File: config.mk
export PLATFORM = sky130hd
export DESIGN_NAME = mdio_responder
export DESIGN_NICKNAME = d
export VERILOG_FILES = /design/src/rtl/mdio_responder.sv
export SDC_FILE = /design/constraint.sdc
export NUM_CORES = 1
export LEC_CHECK = 0
export ABC_AREA = 1
export BUFFER_PORTS_ARGS = -buffer_cell sky130_fd_sc_hd__buf_4
export CORE_MARGIN = 4
export CORE_UTILIZATION = 35
export CTS_CLUSTER_SIZE = 16
export DETAILED_ROUTE_END_ITERATION = 8
export SLEW_MARGIN = 20
export SYNTH_ARGS = -nofsm -noshare
export SYNTH_HDL_FRONTEND = slang
export SYNTH_SLANG_ARGS = --single-unit
File: constraint.sdc
create_clock -name clk -period 2 [get_ports clk]
set_clock_uncertainty 0.05 [all_clocks]
set_input_delay 0.1 -clock clk [delete_from_list [all_inputs] [get_ports clk]]
set_output_delay 0.1 -clock clk [all_outputs]
set_load 0.05 [all_outputs]
File: src/rtl/mdio_responder.sv
// mdio_responder: Clause-22 MDIO PHY-side responder bridging MDC/MDIO frames to a register port.
// Build option: define MDIO_PREAMBLE_SUPPRESS_EN to accept ST after a single preamble 1.
module mdio_responder #(
    parameter logic [4:0] PHY_ADDR    = 5'd1,
    parameter int         SYNC_STAGES = 2
) (
    input  logic        clk,
    input  logic        nRST,
    input  logic        mdc,
    input  logic        mdio_i,
    output logic        mdio_o,
    output logic        mdio_t,
    output logic [4:0]  reg_addr,
    output logic [15:0] reg_wdata,
    output logic        reg_we,
    output logic        reg_re,
    input  logic [15:0] reg_rdata,
    output logic        frame_err,
    output logic        busy
);

`ifdef MDIO_PREAMBLE_SUPPRESS_EN
    localparam logic [5:0] PRE_MIN = 6'd1;
`else
    localparam logic [5:0] PRE_MIN = 6'd32;
`endif

    typedef enum logic [2:0] {
        S_IDLE, S_ST, S_OP, S_PHYAD, S_REGAD, S_TA, S_DATA
    } state_t;

    logic [SYNC_STAGES-1:0] mdc_sync_q;
    logic [SYNC_STAGES-1:0] mdio_sync_q;
    logic                   mdc_prev_q;
    logic                   mdc_s, mdio_s, rise, fall;

    state_t      state_q, state_d;
    logic [5:0]  bit_q, bit_d;
    logic [5:0]  pre_q, pre_d;
    logic [15:0] sh_q, sh_d;
    logic [15:0] rd_q, rd_d;
    logic        rd_op_q, rd_op_d;
    logic        cap_q, cap_d;
    logic        mdio_o_q, mdio_o_d;
    logic        mdio_t_q, mdio_t_d;
    logic [4:0]  addr_q, addr_d;
    logic [15:0] wdata_q, wdata_d;
    logic        we_q, we_d;
    logic        re_q, re_d;
    logic        err_q, err_d;
    logic [5:0]  nbit;

    always_ff @(posedge clk or negedge nRST) begin
        if (!nRST) begin
            mdc_sync_q  <= '0;
            mdio_sync_q <= '1;
            mdc_prev_q  <= 1'b0;
        end else begin
            mdc_sync_q  <= {mdc_sync_q[SYNC_STAGES-2:0], mdc};
            mdio_sync_q <= {mdio_sync_q[SYNC_STAGES-2:0], mdio_i};
            mdc_prev_q  <= mdc_sync_q[SYNC_STAGES-1];
        end
    end

    assign mdc_s  = mdc_sync_q[SYNC_STAGES-1];
    assign mdio_s = mdio_sync_q[SYNC_STAGES-1];
    assign rise   = mdc_s & ~mdc_prev_q;
    assign fall   = ~mdc_s & mdc_prev_q;

    always_ff @(posedge clk or negedge nRST) begin
        if (!nRST) begin
            state_q  <= S_IDLE;
            bit_q    <= '0;
            pre_q    <= '0;
            sh_q     <= '0;
            rd_q     <= '0;
            rd_op_q  <= 1'b0;
            cap_q    <= 1'b0;
            mdio_o_q <= 1'b1;
            mdio_t_q <= 1'b1;
            addr_q   <= '0;
            wdata_q  <= '0;
            we_q     <= 1'b0;
            re_q     <= 1'b0;
            err_q    <= 1'b0;
        end else begin
            state_q  <= state_d;
            bit_q    <= bit_d;
            pre_q    <= pre_d;
            sh_q     <= sh_d;
            rd_q     <= rd_d;
            rd_op_q  <= rd_op_d;
            cap_q    <= cap_d;
            mdio_o_q <= mdio_o_d;
            mdio_t_q <= mdio_t_d;
            addr_q   <= addr_d;
            wdata_q  <= wdata_d;
            we_q     <= we_d;
            re_q     <= re_d;
            err_q    <= err_d;
        end
    end

    always_comb begin
        state_d  = state_q;
        bit_d    = bit_q;
        pre_d    = pre_q;
        sh_d     = sh_q;
        rd_d     = rd_q;
        rd_op_d  = rd_op_q;
        cap_d    = re_q;
        mdio_o_d = mdio_o_q;
        mdio_t_d = mdio_t_q;
        addr_d   = addr_q;
        wdata_d  = wdata_q;
        we_d     = 1'b0;
        re_d     = 1'b0;
        err_d    = 1'b0;
        nbit     = bit_q + 6'd1;

        // Register bank answers one cycle after the read strobe.
        if (cap_q) rd_d = reg_rdata;

        if (rise) begin
            if (state_q == S_IDLE) begin
                if (mdio_s) begin
                    pre_d = (pre_q == 6'd32) ? pre_q : pre_q + 6'd1;
                end else if (pre_q >= PRE_MIN) begin
                    state_d = S_ST;
                    bit_d   = 6'd1;
                    pre_d   = '0;
                end else begin
                    pre_d = '0;
                end
            end else begin
                sh_d  = {sh_q[14:0], mdio_s};
                bit_d = nbit;
                case (state_q)
                    S_ST: begin
                        if (mdio_s) begin
                            state_d = S_OP;
                        end else begin
                            err_d   = 1'b1;
                            state_d = S_IDLE;
                        end
                    end
                    S_OP: begin
                        if (nbit == 6'd4) begin
                            if (sh_d[1:0] == 2'b10 || sh_d[1:0] == 2'b01) begin
                                rd_op_d = sh_d[1];
                                state_d = S_PHYAD;
                            end else begin
                                err_d   = 1'b1;
                                state_d = S_IDLE;
                            end
                        end
                    end
                    S_PHYAD: begin
                        if (nbit == 6'd9) begin
                            state_d = (sh_d[4:0] == PHY_ADDR) ? S_REGAD : S_IDLE;
                        end
                    end
                    S_REGAD: begin
                        if (nbit == 6'd14) begin
                            addr_d  = sh_d[4:0];
                            re_d    = rd_op_q;
                            state_d = S_TA;
                        end
                    end
                    S_TA: begin
                        if (nbit == 6'd16) begin
                            if (!rd_op_q && sh_d[1:0] != 2'b10) begin
                                err_d   = 1'b1;
                                state_d = S_IDLE;
                            end else begin
                                state_d = S_DATA;
                            end
                        end
                    end
                    S_DATA: begin
                        if (nbit == 6'd32 && !rd_op_q) begin
                            wdata_d = sh_d;
                            we_d    = 1'b1;
                            state_d = S_IDLE;
                        end
                    end
                    default: state_d = S_IDLE;
                endcase
            end
        end

        // Read turnaround and data are launched on MDC falls.
        if (fall && rd_op_q && (state_q == S_TA || state_q == S_DATA)) begin
            if (bit_q == 6'd15) begin
                mdio_t_d = 1'b0;
                mdio_o_d = 1'b0;
            end else if (bit_q >= 6'd16 && bit_q <= 6'd31) begin
                mdio_o_d = rd_q[15];
                rd_d     = {rd_q[14:0], 1'b0};
            end else if (bit_q == 6'd32) begin
                state_d = S_IDLE;
            end
        end

        if (state_d == S_IDLE) begin
            mdio_t_d = 1'b1;
            mdio_o_d = 1'b1;
            bit_d    = '0;
        end
    end

    assign mdio_o    = mdio_o_q;
    assign mdio_t    = mdio_t_q;
    assign reg_addr  = addr_q;
    assign reg_wdata = wdata_q;
    assign reg_we    = we_q;
    assign reg_re    = re_q;
    assign frame_err = err_q;
    assign busy      = (state_q != S_IDLE);

endmodule

==> impl_summary.log, run 1 <==
[metrics] clock transition time at the flip-flop clock pins of the worst setup and hold paths: 0.07 ns
[metrics] required arrival time at the worst endpoint: 2.19 ns
[metrics] floorplan row count: 37
[metrics] horizontal die dimension: 112.0 um
[metrics] critical path fanouts, max: 6
[metrics] H-tree levels: 3
[metrics] fillcell total: 1010
[metrics] synthesis-stage register bit count: 79
[metrics] maximum clock rate: 487.2 MHz
[metrics] share of layout cells above drive strength 1: 29.14%
[metrics] normalized max-slew margin: 65.06%
[metrics] minimum period implied by the final worst setup slack: 2.053 ns
[metrics] first-pass GRT wire length: 14880 um
[metrics] I/O pin cnt: 47
[metrics] final weighted congestion of routability-driven global placement: 0.8972
[metrics] mean number of vias per cell: 4.680
[metrics] static leakage: 2.342 nW
[metrics] number of distinct library cells after synthesis: 29
[metrics] TritonCTS Buffers: 9
[metrics] clock tree root driver cell: clkbuf_8
[metrics] IR drop worst, VDD: 393.9 uV
[metrics] Final Max Slew Viols: 0
[metrics] worst hold path startpoint: reg_rdata[15]
[metrics] arrival time at the worst endpoint: 2.24 ns
[metrics] All-Layer GR Usage: 14.44%
[metrics] FF-to-FF Start: bit_q[0]
[metrics] overall routed net length: 8615 um
[metrics] category of the worst setup path launch point: flop
[metrics] share of the yosys chip area belonging to registers: 52.35%
[metrics] multi-input logic area: 0.001627 mm2
[metrics] starting density of the core: 36.35%
[metrics] DIE HEIGHT: 112.0 um
[metrics] Final HPWL DP: 6128 um
[metrics] syn nets: 481
[metrics] Min-Delay Path Depth: 3
[metrics] number of antenna violations at the first check in global routing: 0
[metrics] FF+latch area: 0.001987 mm2
[metrics] net total in the final layout: 573
[metrics] RSZ-0062 raised after global routing: yes
[metrics] Power per Cell Area: 583.3 mW/mm2
[metrics] Post-Syn Area: 0.003786 mm2
[metrics] Worst setup EP type: flop
[metrics] number of warnings printed during yosys synthesis: 0
[metrics] Gate Count Post-Synth: 452
[metrics] Avg Synthesized Cell Area: 8.376 um2
[metrics] crit path setup slack, layout: -0.05269 ns
[metrics] worst hold path class: in -> reg
[metrics] TritonRoute pass-1 iters: 5
[metrics] maximum number of pins on one net before global-route repair: 40
[metrics] CTS Sinks: 79
[metrics] routed len/inst: 12.58 um
[metrics] MaxCap Viol Count: 0
[metrics] core box area: 0.01042 mm2
[metrics] antenna cell count: 0
[metrics] number of I/O port buffers: 46
[metrics] clk_lat worst skew: 0.35 ns
[metrics] placed cell count: 645
[metrics] total chip power: 2.918 mW
[metrics] maximum buffer depth of the clock tree: 2
[metrics] antenna-violating nets left: 0
[metrics] number of failing setup endpoints in the final timing report: 12
[metrics] number of standard cells in the layout, taps in and fillers out: 685
[metrics] via count of the first global-routing pass: 3218
[metrics] worst r2r dst: bit_q[0]
[metrics] post-route fraction of the period consumed by the critical path: 102.6%
[metrics] final-report hold violation count: 0
[metrics] overall via count from detail_route: 3206
[metrics] Worst-Margin Slew: 0.5242 ns
[metrics] tightest hold margin: 0.03107 ns
[metrics] clock tree from TritonCTS: built
[metrics] Residual DRC: 0
[metrics] worst-case register-to-register setup slack: -0.05 ns
[metrics] final core utilization: 48.02%
[metrics] outcome: finished with violations
[metrics] category of the critical setup timing path: reg -> reg
[metrics] endpoint of the worst hold path: rd_q[15]
[metrics] worst slack, placed: -0.08431 ns
[metrics] number of design-rule violations left by the first detailed-router iteration: 212
[metrics] synth-to-layout area growth: 32.12%
[metrics] violated checks: negative setup slack
[metrics] Die Outline Area: 0.01255 mm2
[metrics] total gr overflow: 0
[metrics] path depth of the worst reg2reg path: 14
[worst max-delay path, stage by stage, from the launching register on]
cell and delay (ns):
dfrtp_1 0.41, buf_6 0.15, nand3_4 0.09, o21ai_2 0.18, nand2_2 0.09, nor2_2 0.17, nand3_1 0.12, nand3_1 0.09
nand2_1 0.06, nand2_1 0.05, nand2_1 0.05, nand2_2 0.09, nand2_2 0.07, nor2_4 0.22, nor2_2 0.05
[metrics by stage]
step | instance area [um2] | TNS (ns)
floorplan | 3787 | 0
global placement | 4467 | -0.1610
detailed placement | 4467 | -0.4816
CTS | 4885 | -0.1064
global route | 5002 | -2.117
finish | 5002 | -0.5110
[cell families (layout without fill, tap and decap cells)]
family                     after synthesis  count (layout)  synth area share, %
and+or+nand+nor                        214             214                25.58
DFF                                     79              79                52.35
AOI/OAI and AO/OA                       77              77                11.67
buffers and inverters                   73             170                7.436
adders and majority gates                9               9                2.974
[power by group]
group / switching, mW / internal, mW
clock: 0.565 / 0.585
combinational: 0.0757 / 0.0694
sequential: 0.00944 / 1.61
total: 0.650 / 2.27
[state kept, by name (all words and copies together) (netlist names)]
signal	count
reg_wdata	16
mdio_o	1
reg_addr	5
pre_q	6
sh_q	15
mdc_prev_q	1
state_q	3
cap_q	1
mdio_sync_q	2
rd_q	16
mdio_t	1
frame_err	1
reg_re	1
mdc_sync_q	2
reg_we	1
rd_op_q	1
bit_q	6
[repair_timing]
| item | CTS | global route |
|---|---|---|
| pin swaps | 11 | 8 |
| setup endpoints to repair | 8 | 32 |
| endpoints found under the hold margin | 53 | 0 |
| resized for setup | 9 | 25 |
| hold buffers | 18 | 0 |
| setup buffers | 2 | 4 |
[placed cells by master, fill, tap and decap left out, drive strengths merged]
cell type    netlist  final
o21bai             1      1
buf                1     77
nor3b              1      1
o22ai              5      5
a31oi             14     14
a22oi              3      3
dfstp              4      4
nor3               9      9
ha                 9      9
nand2            120    120
a21oi              9      9
o21ai             39     39
clkinv             1      4
nand3             20     20
o21a               6      6
dfrtp             75     75
clkbuf            13     12
inv               58     58
dlygate4sd3        0     18
nor2              58     58
nand4              6      6
bufinv             0      1
[area by class of cell]
| class | count | share of cell area (%) |
|---|---|---|
| Inverter | 59 | 4.477 |
| Multi-Input combinational cell | 300 | 32.52 |
| Timing Repair Buffer | 95 | 16.06 |
| Sequential cell | 79 | 39.72 |
| Clock buffer | 12 | 2.701 |
| Clock inverter | 4 | 1.126 |
| Tap cell | 136 | 3.402 |
[worst max-delay path by stage]
stage / slack, ns / depth (start not counted) / start / endpoint
global placement: -0.03 / 17 / bit_q[0] / bit_q[1]
floorplan: 0.005 / 17 / bit_q[0] / bit_q[1]
global route: -0.17 / 16 / bit_q[1] / bit_q[3]
detailed placement: -0.08 / 17 / bit_q[0] / bit_q[4]
CTS: -0.02 / 17 / bit_q[1] / bit_q[4]
finish: -0.05 / 14 / bit_q[0] / bit_q[0]
[synth_stat cells, drive strengths merged]
cell	number	share of area (%)
dfstp	4	2.8
buf	1	0.30
nand4	6	0.99
a21oi	9	1.3
dfrtp	75	50
nand2	120	12
a22oi	3	0.59
o22ai	5	0.83
ha	9	3.0
nor3	9	1.5
inv	58	5.8
clkbuf	13	1.3
nor3b	1	0.20
o21ai	39	5.3
a31oi	14	2.3
clkinv	1	0.099
o21a	6	1.2
o21bai	1	0.20
nor2	58	7.3
nand3	20	3.2
[layer usage]
layer	vias up	GRT usage, %	share of wire [%]
met5	-	0	0
met4	0	4.808	1.7
met3	13	3.859	5.0
met2	75	23.10	48
met1	1491	19.09	45
li1	1627	-	-
Note: power is estimated with default switching activity, not from simulation.
==> inputs of run 2 (changes only) <==
--- a/config.mk
+++ b/config.mk
@@ -8,7 +8,7 @@
 export ABC_AREA = 1
 export BUFFER_PORTS_ARGS = -buffer_cell sky130_fd_sc_hd__buf_4
 export CORE_MARGIN = 4
-export CORE_UTILIZATION = 35
+export CORE_UTILIZATION = 38
 export CTS_CLUSTER_SIZE = 16
 export DETAILED_ROUTE_END_ITERATION = 8
 export SLEW_MARGIN = 20
==> impl_summary.log, run 2 (synthesis gave the netlist of run 1 again) <==
[metrics] outcome: finished with violations (unchanged)
[metrics] violated checks: negative setup slack (unchanged)
[metrics] worst r2r dst: bit_q[1] (was bit_q[0])
[metrics] most common cell after layout, fill and taps aside: nand2_1 (unchanged)
[metrics] Worst-Margin Slew: 0.4127 ns (was 0.5242 ns)
[metrics] Final Max Slew Viols: 0 (unchanged)
[metrics] clock transition time at the flip-flop clock pins of the worst setup and hold paths: 0.08 ns (was 0.07 ns)
[metrics] Finished Cell Area: 0.005071 mm2 (was 0.005002 mm2)
[metrics] crit path setup slack, layout: -0.09959 ns (was -0.05269 ns)
[metrics] Die Outline Area: 0.01162 mm2 (was 0.01255 mm2)
[metrics] starting density of the core: 38.91% (was 36.35%)
[metrics] routed len/inst: 12.59 um (was 12.58 um)
[metrics] maximum buffer depth of the clock tree: 2 (unchanged)
[metrics] total placed instance area: 0.004448 mm2 (was 0.004467 mm2)
[metrics] category of the worst setup path launch point: flop (unchanged)
[metrics] Worst setup EP type: flop (unchanged)
[metrics] via count of the first global-routing pass: 3095 (was 3218)
[metrics] DIE HEIGHT: 107.8 um (was 112.0 um)
[metrics] post-route fraction of the period consumed by the critical path: 105.0% (was 102.6%)
[metrics] FF+latch area: 0.001987 mm2 (unchanged)
[metrics] Final HPWL DP: 5832 um (was 6128 um)
[metrics] static leakage: 2.357 nW (was 2.342 nW)
[metrics] multi-input logic area: 0.001682 mm2 (was 0.001627 mm2)
[metrics] total gr overflow: 0 (unchanged)
[metrics] number of design-rule violations left by the first detailed-router iteration: 314 (was 212)
[metrics] All-Layer GR Usage: 15.59% (was 14.44%)
[metrics] number of standard cells in the layout, taps in and fillers out: 679 (was 685)
[metrics] TritonCTS Buffers: 9 (unchanged)
[metrics] final weighted congestion of routability-driven global placement: 0.8848 (was 0.8972)
[metrics] maximum number of pins on one net before global-route repair: 50 (was 40)
[metrics] number of I/O port buffers: 46 (unchanged)
[metrics] I/O pin cnt: 47 (unchanged)
[metrics] Power per Cell Area: 620.5 mW/mm2 (was 583.3 mW/mm2)
[metrics] clock tree root driver cell: clkbuf_8 (unchanged)
[metrics] Residual DRC: 0 (unchanged)
[metrics] IR drop worst, VDD: 417.2 uV (was 393.9 uV)
[metrics] arrival time at the worst endpoint: 2.29 ns (was 2.24 ns)
[metrics] path depth of the worst reg2reg path: 14 (unchanged)
[metrics] clock tree from TritonCTS: built (unchanged)
[metrics] minimum period implied by the final worst setup slack: 2.100 ns (was 2.053 ns)
[metrics] number of antenna violations at the first check in global routing: 0 (unchanged)
[metrics] TritonRoute pass-1 iters: 5 (unchanged)
[metrics] net total in the final layout: 570 (was 573)
[metrics] worst-case register-to-register setup slack: -0.1 ns (was -0.05 ns)
[metrics] RSZ-0062 raised after global routing: yes (unchanged)
[metrics] most frequent cells in the layout: nand2_1 (99), dfrtp_1 (71), buf_4 (68) (was nand2_1 (102), buf_4 (72), dfrtp_1 (71))
[metrics] antenna-violating nets left: 0 (unchanged)
[metrics] mean number of vias per cell: 4.770 (was 4.680)
[metrics] maximum clock rate: 476.3 MHz (was 487.2 MHz)
[metrics] FF-to-FF Start: bit_q[0] (unchanged)
[metrics] category of the critical setup timing path: reg -> reg (unchanged)
[metrics] H-tree levels: 3 (unchanged)
[metrics] worst hold path startpoint: reg_rdata[15] (unchanged)
[metrics] synth-to-layout area growth: 33.94% (was 32.12%)
[metrics] total chip power: 3.147 mW (was 2.918 mW)
[metrics] MaxCap Viol Count: 0 (unchanged)
[metrics] Min-Delay Path Depth: 3 (unchanged)
[metrics] number of failing setup endpoints in the final timing report: 8 (was 12)
[metrics] normalized max-slew margin: 72.27% (was 65.06%)
[metrics] endpoint of the worst hold path: rd_q[15] (unchanged)
[metrics] first-pass GRT wire length: 14510 um (was 14880 um)
[metrics] required arrival time at the worst endpoint: 2.19 ns (about the same)
[metrics] floorplan row count: 36 (was 37)
[metrics] worst slack, placed: -0.09245 ns (was -0.08431 ns)
[metrics] critical path fanouts, max: 6 (unchanged)
[metrics] fillcell total: 906 (was 1010)
[metrics] placed cell count: 640 (was 645)
[metrics] CTS Sinks: 79 (unchanged)
[metrics] core box area: 0.009729 mm2 (was 0.01042 mm2)
[metrics] antenna cell count: 0 (unchanged)
[metrics] worst hold path class: in -> reg (unchanged)
[metrics] horizontal die dimension: 107.8 um (was 112.0 um)
[metrics] clk_lat worst skew: 0.36 ns (was 0.35 ns)
[metrics] overall routed net length: 8550 um (was 8615 um)
[metrics] overall via count from detail_route: 3239 (was 3206)
[metrics] share of layout cells above drive strength 1: 30.40% (was 29.14%)
[metrics] final-report hold violation count: 0 (unchanged)
==> run 2: worst max path at each step <==
stage                          end  cells past startpoint      from
after floorplan           bit_q[1]                     17  bit_q[0]
after global placement    bit_q[1]                     17  bit_q[0]
after detailed placement  bit_q[1]                     17  bit_q[0]
after CTS                 bit_q[1]                     17  bit_q[1]
after global routing      bit_q[1]                     14  bit_q[0]
final                     bit_q[1]                     14  bit_q[0]
==> run 2: routing by layer <==
metal / global-route usage, % / wire length, um
met5: 0 / 0
met4: 4.599 / 86
met3: 4.019 / 414
met2: 23.71 / 4005
met1: 21.88 / 4043
==> run 2: area by class of cell <==
class	count	area share, %
sequential	79	39.18
inverter	59	4.416
multi-input combinational	300	33.16
tap	133	3.282
clock inverter	5	1.702
clock buffer	11	2.788
timing repair buffer	92	15.47
==> run 2: worst max-delay path, cell delays in order (launching register included) <==
cell and delay (ns):
dfrtp_1 0.42, buf_6 0.16, nand3_4 0.10, o21ai_4 0.21
nand2_4 0.08, nor2_4 0.17, nand3_2 0.11, nand3_2 0.08
nand2_1 0.06, nand2_1 0.06, nand2_1 0.07, nand2_2 0.08
nand2_2 0.06, nor2_4 0.23, nor2_2 0.05
==> run 2: repair_timing <==
action,4_1_cts,5_1_grt
hold endpoints to repair,47,0
setup endpoints to repair,8,31
setup buffers,0,5
resized for setup,6,42
hold buffers,18,0
pin swaps,6,16
==> run 2: stage by stage <==
stage               hold WS [ns]  util, %  setup TNS [ns]
floorplan                -0.2456        -               0
global placement         0.01209    45.72         -0.1411
detailed placement       0.01343    45.72         -0.5947
CTS                      0.01218    50.10        -0.07486
global route            0.003108    52.12          -2.099
finish                   0.02120    52.12         -0.6118
==> run 2: where the power goes <==
group / switching (mW) / internal (mW) / total (mW)
logic: 0.0751 / 0.0686 / 0.144
registers: 0.00915 / 1.61 / 1.62
clock network: 0.629 / 0.752 / 1.38
total: 0.713 / 2.43 / 3.15
